--- config.mk ---
export PLATFORM = sky130hd
export DESIGN_NAME = rc2014_io_latch
export DESIGN_NICKNAME = d
export VERILOG_FILES = /design/src/rtl/rc2014_pkg.sv /design/src/rtl/rc2014_hold_timer.sv /design/src/rtl/rc2014_io_latch.sv
export SDC_FILE = /design/constraint.sdc
export NUM_CORES = 1
export LEC_CHECK = 0
export ABC_AREA = 1
export CORE_AREA = 3 3 179 181
export CTS_CLUSTER_DIAMETER = 50
export DETAILED_ROUTE_END_ITERATION = 7
export DIE_AREA = 0 0 182 184
export PLACE_DENSITY = 0.55
export SLEW_MARGIN = 10
export SYNTH_ARGS = -nofsm -noshare
export SYNTH_HDL_FRONTEND = slang
export SYNTH_HIERARCHICAL = 1
export SYNTH_SLANG_ARGS = --single-unit
--- constraint.sdc ---
create_clock -name clk -period 7.04 [get_ports clk]
set_input_delay 0.704 -clock clk [delete_from_list [all_inputs] [get_ports clk]]
set_output_delay 0.704 -clock clk [all_outputs]
set_load 0.01 [all_outputs]
--- src/rtl/rc2014_pkg.sv ---
// Shared widths, bus snapshot type and helpers for the RC2014 I/O-write capture block.
package rc2014_pkg;

    localparam int Z80_ADDR_W  = 8;
    localparam int Z80_DATA_W  = 8;
    localparam int HIT_COUNT_W = 16;

    typedef struct packed {
        logic                  iorq_n;
        logic                  wr_n;
        logic [Z80_ADDR_W-1:0] addr;
        logic [Z80_DATA_W-1:0] data;
    } z80_bus_t;

    // Synchroniser reset value: bus idle (strobes high), address/data zero.
    localparam z80_bus_t BUS_IDLE = '{iorq_n: 1'b1, wr_n: 1'b1, addr: '0, data: '0};

    // Index width for n items, never narrower than one bit.
    function automatic int clog2_min1(input int n);
        return (n <= 2) ? 1 : $clog2(n);
    endfunction

endpackage

--- src/rtl/rc2014_hold_timer.sv ---
// Per-channel hold timer: load sets the count to HOLD_CYCLES, then it counts down to zero.
module rc2014_hold_timer #(
    parameter int HOLD_CYCLES = 25_000_000
) (
    input  logic clk,
    input  logic reset,
    input  logic load,
    output logic active
);

    localparam int               CNT_W    = $clog2(HOLD_CYCLES + 1);
    localparam logic [CNT_W-1:0] HOLD_VAL = CNT_W'(HOLD_CYCLES);

    logic [CNT_W-1:0] cnt_q;
    logic [CNT_W-1:0] cnt_d;

    // Reload wins over decrement, so a retrigger restarts the full hold.
    always_comb begin
        cnt_d = cnt_q;
        if (load) begin
            cnt_d = HOLD_VAL;
        end else if (cnt_q != '0) begin
            cnt_d = cnt_q - CNT_W'(1);
        end
    end

    always_ff @(posedge clk or posedge reset) begin
        if (reset) begin
            cnt_q <= '0;
        end else begin
            cnt_q <= cnt_d;
        end
    end

    assign active = (cnt_q != '0);

endmodule

--- src/rtl/rc2014_io_latch.sv ---
// Captures Z80 OUT data for NUM_CH consecutive ports from BASE_ADDR and holds each byte
// visible for HOLD_CYCLES clocks on the LEDs and the per-channel status bus.
module rc2014_io_latch
    import rc2014_pkg::*;
#(
    parameter logic [Z80_ADDR_W-1:0] BASE_ADDR   = 8'h00,
    parameter int                    NUM_CH      = 4,
    parameter int                    HOLD_CYCLES = 25_000_000
) (
    input  logic                             clk,
    input  logic                             reset,
    input  logic                             iorq_n,
    input  logic                             wr_n,
    input  logic [Z80_ADDR_W-1:0]            addr,
    input  logic [Z80_DATA_W-1:0]            data,
    input  logic [clog2_min1(NUM_CH)-1:0]    sel,
    output logic [Z80_DATA_W-1:0]            led,
    output logic [Z80_DATA_W*NUM_CH-1:0]     ch_data,
    output logic [NUM_CH-1:0]                ch_active,
    output logic                             hit,
    output logic [clog2_min1(NUM_CH)-1:0]    hit_ch,
    output logic [HIT_COUNT_W-1:0]           hit_count
);

    localparam int CH_W = clog2_min1(NUM_CH);

    z80_bus_t                      bus_s1_q, bus_s1_d;
    z80_bus_t                      bus_s2_q, bus_s2_d;
    logic                          strobe_d_q, strobe_d_d;
    logic [Z80_DATA_W*NUM_CH-1:0]  ch_data_q, ch_data_d;
    logic                          hit_q, hit_d;
    logic [CH_W-1:0]               hit_ch_q, hit_ch_d;
    logic [HIT_COUNT_W-1:0]        hit_count_q, hit_count_d;

    logic                          strobe;
    logic                          strobe_edge;
    logic [Z80_ADDR_W:0]           addr_diff;
    logic                          addr_match;
    logic                          capture;
    logic [CH_W-1:0]               cap_ch;
    logic [NUM_CH-1:0]             load;

    assign strobe      = !bus_s2_q.iorq_n && !bus_s2_q.wr_n;
    assign strobe_edge = strobe && !strobe_d_q;

    // Extra borrow bit flags addresses below BASE_ADDR.
    assign addr_diff  = {1'b0, bus_s2_q.addr} - {1'b0, BASE_ADDR};
    assign addr_match = !addr_diff[Z80_ADDR_W] &&
                        (addr_diff[Z80_ADDR_W-1:0] < Z80_ADDR_W'(NUM_CH));
    assign capture    = strobe_edge && addr_match;
    assign cap_ch     = addr_diff[CH_W-1:0];

    always_comb begin
        bus_s1_d    = '{iorq_n: iorq_n, wr_n: wr_n, addr: addr, data: data};
        bus_s2_d    = bus_s1_q;
        strobe_d_d  = strobe;
        ch_data_d   = ch_data_q;
        hit_d       = capture;
        hit_ch_d    = hit_ch_q;
        hit_count_d = hit_count_q;
        if (capture) begin
            ch_data_d[int'(cap_ch)*Z80_DATA_W +: Z80_DATA_W] = bus_s2_q.data;
            hit_ch_d    = cap_ch;
            hit_count_d = hit_count_q + HIT_COUNT_W'(1);
        end
    end

    always_ff @(posedge clk or posedge reset) begin
        if (reset) begin
            bus_s1_q    <= BUS_IDLE;
            bus_s2_q    <= BUS_IDLE;
            strobe_d_q  <= 1'b0;
            ch_data_q   <= '0;
            hit_q       <= 1'b0;
            hit_ch_q    <= '0;
            hit_count_q <= '0;
        end else begin
            bus_s1_q    <= bus_s1_d;
            bus_s2_q    <= bus_s2_d;
            strobe_d_q  <= strobe_d_d;
            ch_data_q   <= ch_data_d;
            hit_q       <= hit_d;
            hit_ch_q    <= hit_ch_d;
            hit_count_q <= hit_count_d;
        end
    end

    always_comb begin
        load = '0;
        for (int i = 0; i < NUM_CH; i++) begin
            load[i] = capture && (cap_ch == CH_W'(i));
        end
    end

    for (genvar g = 0; g < NUM_CH; g++) begin : g_timer
        rc2014_hold_timer #(
            .HOLD_CYCLES(HOLD_CYCLES)
        ) u_timer (
            .clk   (clk),
            .reset (reset),
            .load  (load[g]),
            .active(ch_active[g])
        );
    end

    // A sel value with no matching channel leaves the LEDs dark.
    always_comb begin
        led = '0;
        for (int i = 0; i < NUM_CH; i++) begin
            if ((sel == CH_W'(i)) && ch_active[i]) begin
                led = ch_data_q[i*Z80_DATA_W +: Z80_DATA_W];
            end
        end
    end

    assign ch_data   = ch_data_q;
    assign hit       = hit_q;
    assign hit_ch    = hit_ch_q;
    assign hit_count = hit_count_q;

endmodule

==> impl_metrics.yaml, run 1 <==
status:
  status: "completed"
timing:
  setup_violations: 0
  fin_skew_ns: 0.0183
  hold-worst-slack_ns: 0.346
  fmaxAchievable_mhz: 275
  timing.final.ws_setup_ns: 3.40
  period_needed_ns: 3.64
  slew_viol_final: 0
  fin_crit_sh: 0.517
  final-hold-violation-count: 0
  max_slew_margin: 0.310
  rsz0062_at_grt: "no"
  final.setup.tns_ns: 0
  worst_pin_slew_ns: 1.03
worst_setup_path:
  setup.worst_path.start_class: "register"
  timing.rr.end: "g_timer[1].u_timer/cnt_q[9]"
  critPathRequiredTime_ns: 6.34
  r2r_slack_ns: 3.85
  crit_type: "reg -> out"
  path_max_fanout: 14
  worstPathArrival_ns: 2.93
  r2r_cells: 9
  crit_path_end_kind: "primary output"
  rr_startpoint: "bus_s2_q[10]"
die:
  ios: 85
  die_w_um: 182
  die_area_um2: 33500
  rows: 64
  initial_core_util: 0.350
  core-area_um2: 30600
  dieHeight_um: 184
drt:
  num_vias: 8808
  ant_nets: 0
  drt_iter0_drc: 577
  viasPerCell: 4.73
  first_pass_iters: 5
  route.detailed.wl_per_inst_um: 14.2
  drt-total-wl_um: 26400
  drc: 0
logic_synthesis:
  async_reset_ff_frac: 1.00
  ys_types: 38
  yosysMostFrequentCell: "nand2_1"
  ys_seq_area_frac: 0.440
  synth_edf_count: 0
  yosysTopAreaCellShare: 0.430
  synth_nets: 1409
  ys.flop_type: "dfrtp_1"
  yosys.area.top_type: "dfrtp_1"
  synth.avg_cell_area_um2: 7.80
  ys_seq_elements: 188
  synth_cells: 1371
  synthTopCellsByArea: "dfrtp_1 (43%), nand2_1 (12%), nor2_1 (7.2%)"
  ys.warnings.count: 6
  syn_area_um2: 10700
  yosys-top-cells-count: "nand2_1 (343), nor2_1 (205), dfrtp_1 (184)"
power:
  ir_drop_mv: 0.166
  power_density_nw_per_um2: 306
  p_total_mw: 3.81
  intPower_mw: 2.25
  pwr-share-clk: 0.250
  leakagePower_nw: 5.77
  swShare: 0.408
  switchingPower_mw: 1.55
  combPwrFrac: 0.330
  power.share.sequential: 0.420
global_routing:
  grt_pass1_wl_um: 44600
  grtUsageTotal: 0.163
  antenna_found_initial: 1
  grt.overflow.total: 0
  grt_pass1_vias: 8494
  grt_max_degree: 83
layout:
  syn_to_final_growth_pct: 16.5
  final_util: 0.407
  fin_nets: 1491
  nFillCells: 3171
  drive_above_1_share: 0.126
place:
  portBuffers: 84
  gp_congestion: 0.871
  dp_hpwl_um: 20000
  place_ws_ns: 3.47
cts:
  clk_latency_ns: 0.44
  cts.sinks: 188
  clockBufferDepth: 2
  h-tree-depth: 4
  cts_buffers: 17
  post_cts_buffers: 0
  ctsResizeCount: 0
  cts-root-buf: "clkbuf_16"
  cts_tree: "done"
  cts_hold_buf: 0
  clkTransAtPathRegs_ns: 0.08
min_path:
  min_path_cells: 0
  hold_path_class: "reg -> reg"
  min_to: "bus_s2_q[8]"
  hold_path_startpoint: "bus_s1_q[8]"
flow_run:
  drv_cap: 0
==> metrics by stage <==
step / instances / area [um2]
floorplan: 1371 / 10700
global placement: 1830 / 11900
detailed placement: 1830 / 11900
CTS: 1862 / 12500
global route: 1863 / 12500
finish: 1863 / 12500
==> sequential cells by signal, summed over array words and instances, names as in the netlist <==
signal and count:
hit_ch 2, hit_count 16, ch_data 32, strobe_d_q 1
g_timer.u_timer/cnt_q 100, bus_s2_q 18, hit 1, bus_s1_q 18
==> power groups by stage <==
stage | Sequential, mW | Combinational, mW | Clock, mW
2_1_floorplan | 1.54 | 1.04 | 0
3_3_place_gp | 1.62 | 1.24 | 0
3_5_place_dp | 1.62 | 1.26 | 0
4_1_cts | 1.60 | 1.26 | 0.986
5_1_grt | 1.64 | 1.45 | 1.04
6_report | 1.60 | 1.26 | 0.951
==> kinds of logic after synthesis <==
group,synth area share
AND/OR/NAND/NOR,0.388
buffers and inverters,0.0778
flip-flops,0.440
AO/OA/AOI/OAI,0.0609
XOR/XNOR,0.0139
adder cells (fa/ha/maj),0.0187
==> worst max path at each step <==
stage               cells after the start  slack (ns)     endpoint                        start
detailed placement                      6        3.47       led[6]                       sel[0]
CTS                                    10        3.40       led[1]  g_timer[2].u_timer/cnt_q[0]
global placement                        6        3.53       led[5]                       sel[0]
global route                           10        3.17       led[0]  g_timer[2].u_timer/cnt_q[0]
finish                                 10        3.40       led[5]  g_timer[2].u_timer/cnt_q[0]
floorplan                               1        4.06  bus_s1_q[0]                        reset
==> layer usage <==
metal,vias up,GRT usage,wire [um]
li1,4548,-,-
met1,4107,0.222,12700
met2,126,0.272,12600
met3,27,0.0285,810
met4,0,0.0424,320
met5,-,0,0
==> critical path, cell delays in order, from the launching register on <==
cell and delay [ns]:
dfrtp_1 0.38, inv_2 0.10, ha_1 0.23, nand3_1 0.10, nor2_2 0.05, nand3_4 0.20
nand2_1 0.09, nor2_1 0.43, nand2_1 0.10, o2111ai_1 0.21, clkdlybuf4s50_1 0.61
==> placed cells by master, fill, tap and decap left out, types with 7 or more instances in the layout <==
cell	n
nand3_1	143
dfrtp_1	184
nand2_2	17
ha_1	16
nor3_1	7
o21ai_0	10
xnor2_1	10
nand3b_1	8
clkdlybuf4s50_1	84
nor2_1	205
a21oi_1	32
nand4_1	34
o21ai_1	21
clkbuf_16	17
nand2_4	12
o21ai_2	23
nor2_2	25
nand2_1	343
inv_1	155
xor2_1	7
inv_2	9
nor3b_1	8
nor2_4	25
o2111ai_1	8
==> area by class of cell <==
cell class              count  area (um2)  share of cell area
diodes                      1        2.50            0.000201
clock buffers              18         439              0.0352
clock inverters            14         149              0.0120
inverters                 172         652              0.0523
multi-input cells         988        5160               0.414
flip-flops and latches    188        4710               0.378
well taps                 396         495              0.0398
repair buffers             86         856              0.0687
Power figures use the tool's default switching activity.
==> run 2: changes to the inputs <==
--- a/config.mk
+++ b/config.mk
@@ -10,7 +10,7 @@
 export CTS_CLUSTER_DIAMETER = 50
 export DETAILED_ROUTE_END_ITERATION = 7
 export DIE_AREA = 0 0 182 184
-export PLACE_DENSITY = 0.55
+export PLACE_DENSITY = 0.57
 export SLEW_MARGIN = 10
 export SYNTH_ARGS = -nofsm -noshare
 export SYNTH_HDL_FRONTEND = slang
==> constraint.sdc (replaced) <==
create_clock -name clk -period 3.2 [get_ports clk]
set_input_delay 0.32 -clock clk [delete_from_list [all_inputs] [get_ports clk]]
set_output_delay 0.32 -clock clk [all_outputs]
set_load 0.01 [all_outputs]
==> run 2 against run 1 <==
- die area stayed put
- first-iteration DRC count is 11% higher
- clock skew is 0.0095 ns lower
- non-clock buffer count is 17 higher
- critical path type unchanged
- critical endpoint is now led[7]
- highest routed layer unchanged
==> impl_metrics.yaml, run 2 (synthesis results as in run 1) <==
worst_setup_path:
  r2r_slack_ns: 0.72
  critPathRequiredTime_ns: 2.88
  cp_common_cell: "nand3_1"
  crit_path_end_kind: "primary output"
  rr_startpoint: "bus_s2_q[10]"
  crit_type: "reg -> out"
  timing.rr.end: "g_timer[1].u_timer/cnt_q[10]"
  crit_chain: "inv_2 > ha_1 > nand3_1 > nor2_2 > nand3_4 > nand3_1 > o2111ai_1 > clkdlybuf4s50_1"
  critPathLaunch: "g_timer[1].u_timer/cnt_q[0]"
  cpMaxStageDelayCell: "clkdlybuf4s50_1"
  r2r_cells: 10
  cp-endpoint: "led[7]"
  worstPathArrival_ns: 2.67
  setup.worst_path.start_class: "register"
  slowest_delay_ns: 0.61
  path_max_fanout: 8
die:
  rows: 64
  die_w_um: 182
  initial_core_util: 0.350
  dieHeight_um: 184
  ios: 85
  die_area_um2: 33500
  core-area_um2: 30600
layout:
  final_cell_mix: "nand2_1 (343), nor2_1 (203), dfrtp_1 (184), inv_1 (155), nand3_1 (143)"
  largest_reg_flops: 100
  drive_above_1_share: 0.136
  syn_to_final_growth_pct: 17.7
  final_common_cell: "nand2_1"
  regMostFlops: "g_timer.u_timer/cnt_q"
  final_util: 0.412
  n_antenna_cell: 0
  fin_nets: 1508
drt:
  drt-total-wl_um: 27300
  viasPerCell: 4.77
  ant_nets: 0
  num_vias: 8970
  first_pass_iters: 5
  route.detailed.wl_per_inst_um: 14.5
  drt_iter0_drc: 638
  drc: 0
cts:
  cts.sinks: 188
  cts_tree: "done"
  cts_buffers: 17
  h-tree-depth: 4
  clkTransAtPathRegs_ns: 0.07
  cts_hold_buf: 0
  clk_latency_ns: 0.43
  cts-root-buf: "clkbuf_16"
  clockBufferDepth: 2
timing:
  fin_crit_sh: 0.934
  slew_viol_final: 0
  fmaxAchievable_mhz: 335
  setup_violations: 0
  fin_skew_ns: 0.00880
  final.setup.tns_ns: 0
  worst_pin_slew_ns: 0.643
  max_slew_margin: 0.569
  rsz0062_at_grt: "no"
  period_needed_ns: 2.99
  final-hold-violation-count: 0
place:
  gp_congestion: 0.844
  portBuffers: 84
  dp_hpwl_um: 20400
global_routing:
  grt_pass1_wl_um: 45200
  grt.overflow.total: 0
  grt_max_degree: 45
  grt_pass1_vias: 8646
  grtUsageTotal: 0.166
  antenna_found_initial: 0
min_path:
  hold_path_class: "in -> reg"
power:
  power_density_nw_per_um2: 672
  leakagePower_nw: 5.85
  ir_drop_mv: 0.341
flow_run:
  drv_cap: 0
status:
  status: "completed"
-- run 2: cell count changes in the layout (fill, tap and decap cells not counted), sizes merged --
cell | before | now
clkinv | 13 | 10
bufinv | 0 | 2
buf | 2 | 19
clkbuf | 18 | 20
inv | 170 | 169
diode | 1 | 0
-- run 2: timing repair --
| action | in CTS | in global routing |
|---|---|---|
| endpoints found under the setup margin | 0 | 8 |
| buffers inserted | 0 | 0 |
| resized for setup | 0 | 2 |
-- run 2: cell type report --
type	count	area [um2]
clock buffer	20	447
clock inverter	12	139
fill	3102	18000
inverter	172	653
multi-input combinational	988	5160
sequential	188	4710
tap	396	495
timing repair buffer	103	983
-- run 2: how the worst min path moves through the flow --
stage | slack (ns) | end | from | depth (start not counted)
after floorplan | 0.32 | bus_s1_q[16] | wr_n | 0
after global placement | 0.33 | bus_s2_q[6] | bus_s1_q[6] | 0
after detailed placement | 0.33 | bus_s2_q[11] | bus_s1_q[11] | 0
after CTS | 0.27 | bus_s1_q[16] | wr_n | 1
after global routing | 0.27 | bus_s1_q[16] | wr_n | 1
final | 0.29 | bus_s1_q[16] | wr_n | 1
-- run 2: worst max-delay path, delay by kind of cell (launching register included) --
family	cells	cell delay, ns
fa+ha+maj	1	0.23
flops	1	0.39
simple gates	4	0.49
compound gates	1	0.44
buf+inv	2	0.70
-- run 2: stage by stage --
step	worst slack [ns]	hold WS [ns]	cells	area [um2]	power, mW
2_1_floorplan	0.608	0.324	1371	10700	5.69
3_3_place_gp	0.504	0.332	1847	12000	6.28
3_5_place_dp	0.497	0.335	1847	12000	6.34
4_1_cts	0.0496	0.270	1879	12600	8.53
5_1_grt	0.0755	0.272	1879	12600	9.10
6_report	0.212	0.291	1879	12600	8.46
-- run 2: where the power goes --
group	internal [mW]	switching, mW
logic	1.03	1.76
clock network	1.18	0.959
registers	2.87	0.650
-- run 2: per-layer routing --
metal	track usage	vias up	routed length, um
met5	0	-	0
met4	0.0439	0	449
met3	0.0285	24	918
met2	0.277	167	13000
met1	0.224	4213	12900
li1	-	4566	-
==> run 3: changes to the inputs <==
--- a/config.mk
+++ b/config.mk
@@ -10,6 +10,7 @@
 export CTS_CLUSTER_DIAMETER = 50
 export DETAILED_ROUTE_END_ITERATION = 7
 export DIE_AREA = 0 0 182 184
+export GPL_ROUTABILITY_DRIVEN = 1
 export PLACE_DENSITY = 0.57
 export SLEW_MARGIN = 10
 export SYNTH_ARGS = -nofsm -noshare
==> results of run 3 <==
Same layout as run 2: the final DEF is identical, and so are final timing and power.
==> RTL edit 1, RTL diff (config.mk and constraints of run 2) <==
Reset style: synchronous (`reset`), changed in 2 clocked blocks.
--- a/src/rtl/rc2014_hold_timer.sv
+++ b/src/rtl/rc2014_hold_timer.sv
@@ -24,7 +24,7 @@
         end
     end
 
-    always_ff @(posedge clk or posedge reset) begin
+    always_ff @(posedge clk) begin
         if (reset) begin
             cnt_q <= '0;
         end else begin
--- a/src/rtl/rc2014_io_latch.sv
+++ b/src/rtl/rc2014_io_latch.sv
@@ -65,7 +65,7 @@
         end
     end
 
-    always_ff @(posedge clk or posedge reset) begin
+    always_ff @(posedge clk) begin
         if (reset) begin
             bus_s1_q    <= BUS_IDLE;
             bus_s2_q    <= BUS_IDLE;
Check against the original RTL: differs if reset is asserted again (counterexample within 4 cycles, from zero or initial values and one cycle with reset high); with reset held inactive, the same outputs for 4 cycles.
==> RTL edit 1 against run 2 <==
  * Worst setup slack improved by 0.045 ns
  * Register-to-register slack improved by 0.17 ns
  * Design area decreased by 3.9%
  * Wire length increased by 2.6%
  * Fmax up 1.5%
  * Area after synthesis decreased by 3.3%
  * Sequential cell count unchanged
  * Non-clock buffer count down 8
  * Via count is 4.9% higher
Power is not compared: it rests on default switching activity, and its combinational part moved more than twofold at a synthesized area within 25%.
==> RTL edit 1: results <==
run_status:
  status: "finished clean"
cts:
  clk_latency_ns: 0.44
  ctsHtreeMaxLevel: 4
  cts_buffers: 17
  clk_pin_slew_ns: 0.08
  post_cts_buffers: 0
  cts_root_buf: "clkbuf_16"
grt:
  met3_usage_pct: 3.68
  grt_start_max_net_pins: 48
  grt_pass1_wl_um: 45800
  grt_pass1_vias: 8978
  antenna_found_initial: 0
  gr-usage-all-layers_pct: 16.9
  use_met2_pct: 28.5
  grt_use_met1_pct: 21.8
placement:
  place_congestion: 0.858
  pre_cts_slack_ns: 0.392
  hpwl_um: 21000
  io_buffers: 84
  dp_cells: 1952
critical_path:
  reg2reg_depth: 8
  crit_end: "led[4]"
  reg2reg_setup_slack_ns: 0.89
  reg2reg_from: "bus_s2_q[10]"
  reg2reg_to: "g_timer[3].u_timer/cnt_q[8]"
  cp_max_fo: 9
  crit_start: "g_timer[3].u_timer/cnt_q[0]"
  arrival_ns: 2.62
synthesis:
  ys_seq_area_share_pct: 36.4
  synthesis.nets: 1536
  yosysUniqueCellTypes: 39
  async_reset_ff_share_pct: 0
  synthTopCellsByArea: "dfxtp_1 36%, nand2_1 11%, nor2_1 8.0%"
  ys.flop_type: "dfxtp_1"
  yosys-top-cells-count: "304 x nand2_1, 221 x nor2_1, 200 x inv_1"
  synthCells: 1498
sta:
  setup_viol: 0
  worst_slew_pin_slew_ns: 0.760
  fin_skew_ns: 0.0112
  setup_slack_ns: 0.257
  finalMaxSlewViolations: 0
drt:
  wl_um: 28000
  via_per_inst: 4.74
  first_pass_iters: 5
  vias: 9407
  drt-initial-drc-count: 549
layout:
  nNetsFinal: 1613
  insertedDiodeCount: 0
  regMostFlops: "g_timer.u_timer/cnt_q"
  largest_reg_flops: 100
  layout-drive-gt1-share_pct: 13.7
  fill_cells: 3221
min_path:
  min_path_type: "in2reg"
  min_from: "reset"
pwr:
  ir_drop_v: 0.000409
  p_leak_nw: 5.20
[RTL edit 1: cell count changes in the layout (fill, tap and decap cells not counted), sizes merged, moves of 16 or more]
| cell | run 2 | this run |
|---|---|---|
| nor3 | 11 | 27 |
| dfxtp | 0 | 188 |
| nand2 | 372 | 344 |
| a21oi | 36 | 98 |
| o21ai | 54 | 11 |
| inv | 169 | 212 |
| nor2 | 260 | 295 |
| dfrtp | 184 | 0 |
[RTL edit 1: where the power goes]
part,internal (mW),switching [mW],total (mW)
logic,2.42,4.49,6.91
registers,2.88,0.595,3.47
clock network,1.11,0.993,2.11
[RTL edit 1: cells by family after synthesis]
kind of cell,Yosys count,share of synthesized area [%]
DFF,188,36.4
and+or+nand+nor,884,42.0
buffers and inverters,251,10.3
adders and majority gates,16,1.94
AOI/OAI and AO/OA,126,6.56
xor gates and xnor gates,33,2.79
[RTL edit 1: routing by layer]
| metal | vias up | wire length, µm |
|---|---|---|
| met4 | 0 | 557 |
| li1 | 4866 | - |
| met5 | - | 0 |
| met3 | 31 | 1380 |
| met1 | 4320 | 12900 |
| met2 | 190 | 13200 |
[RTL edit 1: area by class of cell]
class,instances,area (µm²),area share [%]
Multi-Input combinational cell,1059,5530,45.7
Sequential cell,188,3760,31.1
Timing Repair Buffer,95,921,7.61
Inverter,214,808,6.68
Tap cell,396,495,4.10
Clock buffer,19,443,3.66
Clock inverter,13,139,1.15
[RTL edit 1: through the flow]
stage                     total power, mW  utilization [%]  instance area [µm²]
after floorplan                      9.09                -                10300
after global placement               10.3             37.6                11500
after detailed placement             10.4             37.6                11500
after CTS                            12.6             39.5                12100
after global routing                 13.6             39.6                12100
final                                12.5             39.6                12100
[RTL edit 1: what timing repair did]
| action | in CTS | in global routing |
|---|---|---|
| cloned | 0 | 0 |
| endpoints found under the setup margin | 8 | 8 |
| resized for setup | 1 | 3 |
| hold buffers | 0 | 0 |
[RTL edit 1: worst min path at each step]
stage	end	slack, ns	cells after the start
6_report	bus_s2_q[6]	0.38	2
5_1_grt	bus_s2_q[6]	0.37	2
4_1_cts	bus_s2_q[3]	0.36	2
3_5_place_dp	bus_s2_q[14]	0.39	2
3_3_place_gp	bus_s2_q[11]	0.39	2
2_1_floorplan	bus_s2_q[0]	0.39	2
[RTL edit 1: critical path: stages (launching register included)]
cell and delay (ns):
dfxtp_1 0.33, inv_1 0.21, ha_1 0.22, nand3_1 0.09, nor2_2 0.13, nand3_4 0.19
nand2_1 0.12, nor2_1 0.04, buf_4 0.17, nand2_1 0.10, nand2_1 0.06, clkdlybuf4s50_1 0.52
==> RTL edit 2, RTL diff (flow settings as in run 2) <==
Without the edit above. Set the package constant `Z80_DATA_W` to 9 (it was 8).
--- a/src/rtl/rc2014_pkg.sv
+++ b/src/rtl/rc2014_pkg.sv
@@ -2,7 +2,7 @@
 package rc2014_pkg;
 
     localparam int Z80_ADDR_W  = 8;
-    localparam int Z80_DATA_W  = 8;
+    localparam int Z80_DATA_W  = 9;
     localparam int HIT_COUNT_W = 16;
 
     typedef struct packed {
Interface: changed (resized ch_data, data and led); port bits go from 85 to 91. No check against the original RTL was run, so the function may have changed too.
==> RTL edit 2 against run 2 <==
  * Wire length increased by 1.2%
  * Clock skew increased by 0.0023 ns
  * First-iteration DRC count decreased by 2.7%
  * Global-route usage increased by 0.38 points
  * Area after synthesis increased by 2.0%
  * Sequential cell count increased by 6
  * Design area increased by 2.8%
  * Total power increased by 1.9%
  * Worst setup slack improved by 0.023 ns
==> RTL edit 2: results <==
cts:
  clk_pin_slew_ns: 0.09
synthesis:
  ys_seq_area_share_pct: 44.5
  synthTopCellsByArea: "dfrtp_1 44%, nand2_1 12%, nor2_1 6.9%"
  yosysUniqueCellTypes: 39
  synthesis.nets: 1413
  async_reset_ff_share_pct: 100
  yosys-top-cells-count: "343 x nand2_1, 200 x nor2_1, 190 x dfrtp_1"
pwr:
  p_leak_nw: 5.99
  sw_frac_of_total_pct: 41.1
  ir_drop_v: 0.000288
placement:
  hpwl_um: 20600
  place_congestion: 0.865
  io_buffers: 90
  placed_area_mm2: 0.0123
  pre_cts_slack_ns: 0.235
layout:
  layout-drive-gt1-share_pct: 15.0
  fill_cells: 3107
  multiInputGateArea_mm2: 0.00525
  nNetsFinal: 1522
  largest_reg_flops: 100
grt:
  grt_pass1_wl_um: 46400
  gr-usage-all-layers_pct: 16.9
  grt_start_max_net_pins: 59
  antenna_found_initial: 0
  grt_pass1_vias: 8987
drt:
  wl_um: 27600
  drt-initial-drc-count: 621
  vias: 9100
sta:
  worst_slew_pin_slew_ns: 0.938
  fin_skew_ns: 0.0111
run_status:
  status: "finished clean"
critical_path:
  arrival_ns: 2.64
  cp_max_fo: 9
-- RTL edit 2: changes by cell type after synthesis, moves of 2 or more --
cell,run 2,this run
nand2_2,17,19
nand4_1,34,27
o21ai_0,10,8
nand3_1,143,147
dfrtp_1,184,190
inv_1,156,151
o21ai_1,21,14
nor2_1,205,200
buf_2,4,1
o21ai_2,23,36
-- RTL edit 2: critical path: stages (launching register included) --
cell and delay [ns]:
dfrtp_1 0.42, inv_2 0.15, ha_1 0.19, nand3_1 0.09, nor2_2 0.15, nand3_4 0.10, and3_2 0.33, nand2_1 0.15
o2111ai_1 0.12, clkdlybuf4s50_1 0.50
-- RTL edit 2: cell families after synthesis --
logic type | synth area share, %
buf+inv | 7.45
xor+xnor | 1.36
simple gates | 38.1
compound gates | 6.69
flops | 44.5
fa+ha+maj | 1.83
-- RTL edit 2: cell type report --
cell class / instances / area share [%]
Inverter: 166 / 4.87
Clock buffer: 17 / 3.29
Timing Repair Buffer: 113 / 8.39
Sequential cell: 194 / 37.6
Clock inverter: 15 / 1.50
Tap cell: 396 / 3.83
Multi-Input combinational cell: 991 / 40.6
-- RTL edit 2: what timing repair did --
item,CTS,global route
setup buffers,2,0
endpoints found under the setup margin,9,6
gates cloned,0,0
hold buffers,0,0
resized for setup,1,2
-- RTL edit 2: power by group through the flow --
stage / Clock, mW / Sequential, mW / Combinational (mW)
after CTS: 2.30 / 3.59 / 2.82
final: 2.23 / 3.59 / 2.80
after floorplan: 0 / 3.48 / 2.29
after global placement: 0 / 3.61 / 2.76
after detailed placement: 0 / 3.63 / 2.80
after global routing: 2.38 / 3.67 / 3.23
-- RTL edit 2: stage by stage --
step | power (mW) | cells
floorplan | 5.77 | 1374
global placement | 6.37 | 1858
detailed placement | 6.43 | 1858
CTS | 8.70 | 1892
global route | 9.28 | 1892
finish | 8.62 | 1892
-- RTL edit 2: metal layers --
layer	up-vias	track usage, %	routed length, µm
met5	-	0	0
met4	0	4.69	458
met3	24	2.51	874
met2	155	28.4	13000
met1	4334	23.0	13200
li1	4587	-	-
-- RTL edit 2: final timing paths --
| path | slack [ns] | depth (start not counted) | startpoint | to |
|---|---|---|---|---|
| worst max-delay path | 0.24 | 9 | g_timer[3].u_timer/cnt_q[0] | led[3] |
| worst min-delay path | 0.28 | 1 | iorq_n | bus_s1_q[18] |
| max in group asynchronous | 2.02 | 3 | reset | bus_s2_q[17] |
| worst max register to register | 0.61 | 8 | bus_s2_q[9] | g_timer[0].u_timer/cnt_q[9] |
| worst min register to register | 0.35 | 0 | bus_s1_q[3] | bus_s2_q[3] |
| min in group asynchronous | 0.46 | 2 | reset | ch_data[32] |
